[src/rtl/rx_ctrl.sv]
// rx_ctrl: UART receive handshake FSM feeding a byte FIFO with overflow and parity-error tracking.
// Define RX_CTRL_PARITY_DROP_EN to discard parity-error bytes instead of queuing them.
module rx_ctrl #(
    parameter int DEPTH = 8,
    parameter int ERRW = 8
) (
    input  logic                    clk,
    input  logic                    Reset,
    input  logic                    Receive,
    input  logic                    parityErr,
    input  logic [7:0]              Din,
    output logic                    Received,
    output logic [7:0]              Dout,
    output logic                    Valid,
    input  logic                    Ready,
    output logic [$clog2(DEPTH):0]  Count,
    output logic                    Overflow,
    output logic [ERRW-1:0]         ErrCount,
    input  logic                    Clear
);
    localparam int AW = $clog2(DEPTH);
    localparam int CW = AW + 1;
    typedef enum logic {WAIT, ACK} state_t;
    state_t state, state_nxt;
    logic [7:0] mem [DEPTH];
    logic [AW-1:0] wr_ptr, rd_ptr;
    logic capture, push_req, pop, full, push, ovf_evt, err_hit;
    always_ff @(posedge clk)
        state <= Reset ? WAIT : state_nxt;
    always_comb begin
        state_nxt = Receive ? ACK : WAIT;
        capture = (state == WAIT) && Receive;
    end
    assign Received = (state == ACK);
`ifdef RX_CTRL_PARITY_DROP_EN
    assign push_req = capture && !parityErr;
`else
    assign push_req = capture;
`endif
    assign Valid   = (Count != '0);
    assign full    = (Count == CW'(DEPTH));
    assign pop     = Valid && Ready;
    // A full FIFO still accepts a push when the head leaves in the same cycle.
    assign push    = push_req && (!full || pop);
    assign ovf_evt = push_req && full && !pop;
    assign err_hit = capture && parityErr;
    assign Dout    = Valid ? mem[rd_ptr] : 8'h00;
    always_ff @(posedge clk)
        if (push && !Reset)
            mem[wr_ptr] <= Din;
    always_ff @(posedge clk) begin
        if (Reset) begin
            wr_ptr   <= '0;
            rd_ptr   <= '0;
            Count    <= '0;
            Overflow <= 1'b0;
            ErrCount <= '0;
        end else begin
            wr_ptr   <= push ? wr_ptr + 1'b1 : wr_ptr;
            rd_ptr   <= pop ? rd_ptr + 1'b1 : rd_ptr;
            Count    <= Count + CW'(push) - CW'(pop);
            Overflow <= ovf_evt || (Overflow && !Clear);
            ErrCount <= err_hit ? (Clear ? ERRW'(1) : (&ErrCount ? ErrCount : ErrCount + ERRW'(1)))
                                : (Clear ? '0 : ErrCount);
        end
    end
endmodule

[config.mk]
export PLATFORM = sky130hd
export DESIGN_NAME = rx_ctrl
export DESIGN_NICKNAME = d
export VERILOG_FILES = /design/src/rtl/rx_ctrl.sv
export SDC_FILE = /design/constraint.sdc
export NUM_CORES = 1
export LEC_CHECK = 0
export ABC_AREA = 1
export CORE_AREA = 2 2 59 117
export CTS_BUF_LIST = sky130_fd_sc_hd__clkbuf_16
export DETAILED_ROUTE_END_ITERATION = 16
export DIE_AREA = 0 0 61 119
export GPL_ROUTABILITY_DRIVEN = 1
export PLACE_DENSITY = 0.82
export SYNTH_ARGS = -nofsm -noshare
export SYNTH_HDL_FRONTEND = slang
export SYNTH_SLANG_ARGS = --single-unit
[constraint.sdc]
create_clock -name clk -period 4.04 [get_ports clk]
set_input_delay 1.212 -clock clk [delete_from_list [all_inputs] [get_ports clk]]
set_output_delay 1.212 -clock clk [all_outputs]
set_load 0.05 [all_outputs]
After elaboration in Yosys (flattened, before gate mapping)
Memory sizes are Yosys's and may differ from the RTL's. A register that Yosys moved wholly into a read port is not among the register bits.
Index checks and enable logic that the tools add are counted.
Word-level totals
  latch bits: 0
  memory bits (read-only): 0
  memory bits (writable): 64
  logic and storage cells: 43
  input port bits: 14
  output and inout port bits: 23
  memories kept: 1
  register bits: 20
Cells by class
  equal/unequal tests: 2
  div/mod/pow operators: 0
  reduce and logical (&&, ||, !) cells: 18
  muxes and demuxes: 10
  multipliers: 0
  magnitude comparators: 0
  bitwise operators: 1
  add/subtract/negate cells: 5
  shift operators: 0
Memory list
  mem: words 8, width 8, rd ports 1, clocked after memory_dff 1, write ports 1, line 25  | logic [7:0] mem [DEPTH];
Operators by type and width (count)
  $mux 8: 5
  $add 8x1->8 const B: 1
  $logic_and 1x1->1: 8
  $reduce_and 8->1: 1
  $add 3x1->3 const B: 2
  $mux 3: 2
  $add 4x1->4: 1
  $eq 4x4->1 const B: 1
  $logic_not 1->1: 4
  $reduce_bool 4->1: 1
  $sub 4x1->4: 1
  $mux 1: 3
  $logic_or 1x1->1: 2
  $ne 2x2->1 const B: 1
  $reduce_and 2->1: 1
  $reduce_bool 2->1: 1
  $not 1->1: 1

Logic depth before layout (Yosys ltp)
Gate-level depths: netlist of run 1.
  word-level depth: 7
  depth in mapped cells: 12
  mapped depth without buffers: 12

Worst setup path before layout of run 1
Ideal clock, no wire load.
  path kind: register to output
  start: reg Count[2]
  end: out Dout[0]
  data required time: 2.828 ns
  cell stages (with the launch flop): 6
  buffers on the path: 0
  arrival: 1.955 ns
  slack: 0.873 ns
  cells stage by stage: dfxtp_1 inv_1 ha_1 nand2_4 nand2_1 nor2_1
Between the ends
  word-level cells in the longest chain between the ends: 2
RTL lines
  start: declaration: line 16  | output logic [$clog2(DEPTH):0] Count,
  start signal: assignment: line 61  | Count <= Count + CW'(push) - CW'(pop);
  $reduce_bool 4->1: line 40  | assign Valid = (Count != '0);
  via Valid: line 14  | output logic Valid,
  $mux 8: line 47  | assign Dout = Valid ? mem[rd_ptr] : 8'h00;
  end: declaration: line 13  | output logic [7:0] Dout,
The timed path passes the listed nets, and every way through them passes these cells.

==> flow_summary.toml, run 1 <==
[global_routing]
grt_pass1_wl_um = 12500
grt.total_usage = 0.238
grt-ovfl-total = 0
antenna_found_initial = 0
grt_max_degree = 33
grt_pass1_vias = 2616

[timing]
finalSetupTns_ns = 0
drv_slew = 0
period_share = 0.911
period_needed_ns = 3.68
finalSetupViolations = 0
timing.fmax_ghz = 0.272
rsz0062_at_grt = "no"
layout_setup_ws_ns = 0.361
skew_ns = 0.00664
tightest_slew_ns = 0.658
hold_viol = 0
max_slew_margin = 0.561

[setup_path]
cp.arrival_ns = 2.47
crit_type = "flop to output pin"
r2r-start = "Count[3]$_SDFF_PP0_"
cp.required_ns = 2.83
setup.worst_path.start_class = "flop"
cp_max_fo = 14
crit_path_end_kind = "output pin"

[floorplan]
pin_count = 37
core_um2 = 6460
die_width_um = 61
die_area_um2 = 7260
die-height_um = 119
initial_core_util = 0.579
num_rows = 42

[cts]
clock_path_buffers = 2
clk_latency_ns = 0.34
clk_pin_slew_worst_paths_ns = 0.06
numClockSinks = 87
htreeDepth = 3
clock-root-buffer = "clkbuf_16"
cts_tree = "built"
hold_buffers = 0
cts_buffers = 9
postCtsSetupBuffers = 0
cts-resized-gates = 0

[final_layout]
seqCellArea_um2 = 2380
nets = 428
n_fill_cell = 484
multiInputGateArea_um2 = 1200
finalNonFillerCells = 498
syn_to_final_growth_pct = 21.1
layout_common_cells = "nor2_1, edfxtp_1, nand2_1"
final_core_util = 0.701
drive_above_1_share = 0.102
layout.cells.most_common = "nor2_1"
diodes = 0

[drt]
route.detailed.drc = 0
antenna_left = 0
postRouteWirelength_um = 7790
wl_per_cell_um = 15.6
via_per_inst = 5.40
drtPass1Iterations = 4
vias = 2690
drt_iter0_markers = 194

[logic_synthesis]
yosysTopAreaCell = "edfxtp_1"
synth.distinct_cells = 30
synth_top_area_frac = 0.514
syn_inst = 357
syn_nets = 380
synth-seq-cells = 87
syn_area_um2 = 3740
syn_area_per_cell_um2 = 10.5
ys_warn_count = 0
yosysSeqAreaShare = 0.637
synthTopCellsByArea = "edfxtp_1, dfxtp_1, nor2_1, o21ai_1, nand2_1"

[power]
cellPowerDensity_nw_per_um2 = 654
vdd_ir_drop_max_v = 0.000550
leakage_uw = 0.00166

[placed_design]
hpwlAfterDp_um = 5130
routabilityCongestion = 0.898
dp_cells = 482
io_buffers = 36
pre_cts_ws_ns = 0.717

[min_path]
min_from = "Overflow$_SDFF_PP0_"
hold_path_class = "flop to flop"

[outcome]
outcome = "finished clean"

[flow_run]
maxCapViolCount = 0
[synth_stat cells]
cell type,instances
a21oi_1,11
a31oi_1,2
and3_1,2
buf_2,6
buf_4,2
buf_6,1
clkbuf_1,2
clkinv_1,2
dfxtp_1,23
edfxtp_1,64
fa_1,1
ha_1,8
inv_1,19
inv_2,5
nand2_1,38
nand2_2,3
nand2_4,5
nand3_1,14
nand4_1,6
nor2_1,79
nor2_2,3
nor3_1,1
nor3b_2,1
o211ai_1,8
o21ai_0,7
o21ai_1,32
o21bai_1,2
o22ai_1,8
xnor2_1,1
xor2_1,1
[where the power goes]
| group | switching [µW] | internal (µW) | total [µW] |
|---|---|---|---|
| logic | 735 | 360 | 1090 |
| clock network | 325 | 474 | 799 |
| registers | 55.0 | 1010 | 1070 |
| total | 1110 | 1840 | 2960 |
[worst max-delay path, stage by stage, from the launching register on]
cell,delay (ns)
dfxtp_1,0.60
buf_4,0.27
o21ai_1,0.09
o22ai_1,0.18
nor2_1,0.06
nor2_1,0.12
clkdlybuf4s50_1,0.80
[registers in the layout, summed over array words and instances, names as in the netlist, named ones only]
signal	cells
mem	64
ErrCount	8
Count	4
rd_ptr	3
wr_ptr	3
Overflow	1
Received	1
[layout make-up]
type,instances,share of cell area
clock inverters,7,0.0146
clock buffers,9,0.0497
repair buffers,48,0.0995
flip-flops and latches,87,0.526
multi-input cells,233,0.264
well taps,88,0.0243
inverters,26,0.0216
[stage by stage]
stage	power [µW]	cell area, µm²	hold WS (ns)
finish	2960	4530	0.484
global route	3100	4530	0.512
CTS	2980	4530	0.494
detailed placement	2170	4240	0.480
global placement	2140	4240	0.462
floorplan	1860	3740	0.451
[path summary, 6_finish.rpt]
path,to,slack [ns],cells past startpoint
worst max-delay path,Dout[7],0.36,6
worst min-delay path,Overflow$_SDFF_PP0_,0.48,2
worst max register to register,Count[1]$_SDFF_PP0_,1.95,11
worst min register to register,Overflow$_SDFF_PP0_,0.48,2
[routing by layer]
metal,global-route usage,vias to the layer above,wire length [µm]
met1,0.303,1270,3150
met5,0,-,0
met2,0.359,70,4140
li1,-,1338,-
met4,0.143,0,150
met3,0.0554,12,345
[logic make-up (layout without fill, tap and decap cells)]
group / after synthesis / after routing / share of synthesized area
simple gates: 152 / 152 / 0.179
flops: 87 / 87 / 0.637
compound gates: 70 / 70 / 0.104
buf+inv: 37 / 90 / 0.0432
fa+ha+maj: 9 / 9 / 0.0321
xor+xnor: 2 / 2 / 0.00468
No activity file was read; power rests on OpenSTA's default activity.
==> run 2, diff against run 1 <==
--- a/config.mk
+++ b/config.mk
@@ -8,6 +8,7 @@
 export ABC_AREA = 1
 export CORE_AREA = 2 2 59 117
 export CTS_BUF_LIST = sky130_fd_sc_hd__clkbuf_16
+export CTS_CLUSTER_SIZE = 28
 export DETAILED_ROUTE_END_ITERATION = 16
 export DIE_AREA = 0 0 61 119
 export GPL_ROUTABILITY_DRIVEN = 1
==> results of run 2 <==
Final layout, timing and power as in run 1 (identical DEF).
==> run 3, diff against run 2 <==
--- a/config.mk
+++ b/config.mk
@@ -8,7 +8,7 @@
 export ABC_AREA = 1
 export CORE_AREA = 2 2 59 117
 export CTS_BUF_LIST = sky130_fd_sc_hd__clkbuf_16
-export CTS_CLUSTER_SIZE = 28
+export CTS_CLUSTER_SIZE = 14
 export DETAILED_ROUTE_END_ITERATION = 16
 export DIE_AREA = 0 0 61 119
 export GPL_ROUTABILITY_DRIVEN = 1
@@ -16,3 +16,4 @@
 export SYNTH_ARGS = -nofsm -noshare
 export SYNTH_HDL_FRONTEND = slang
 export SYNTH_SLANG_ARGS = --single-unit
+export TNS_END_PERCENT = 50
==> results of run 3 <==
Final layout, timing and power as in run 1 (identical DEF).
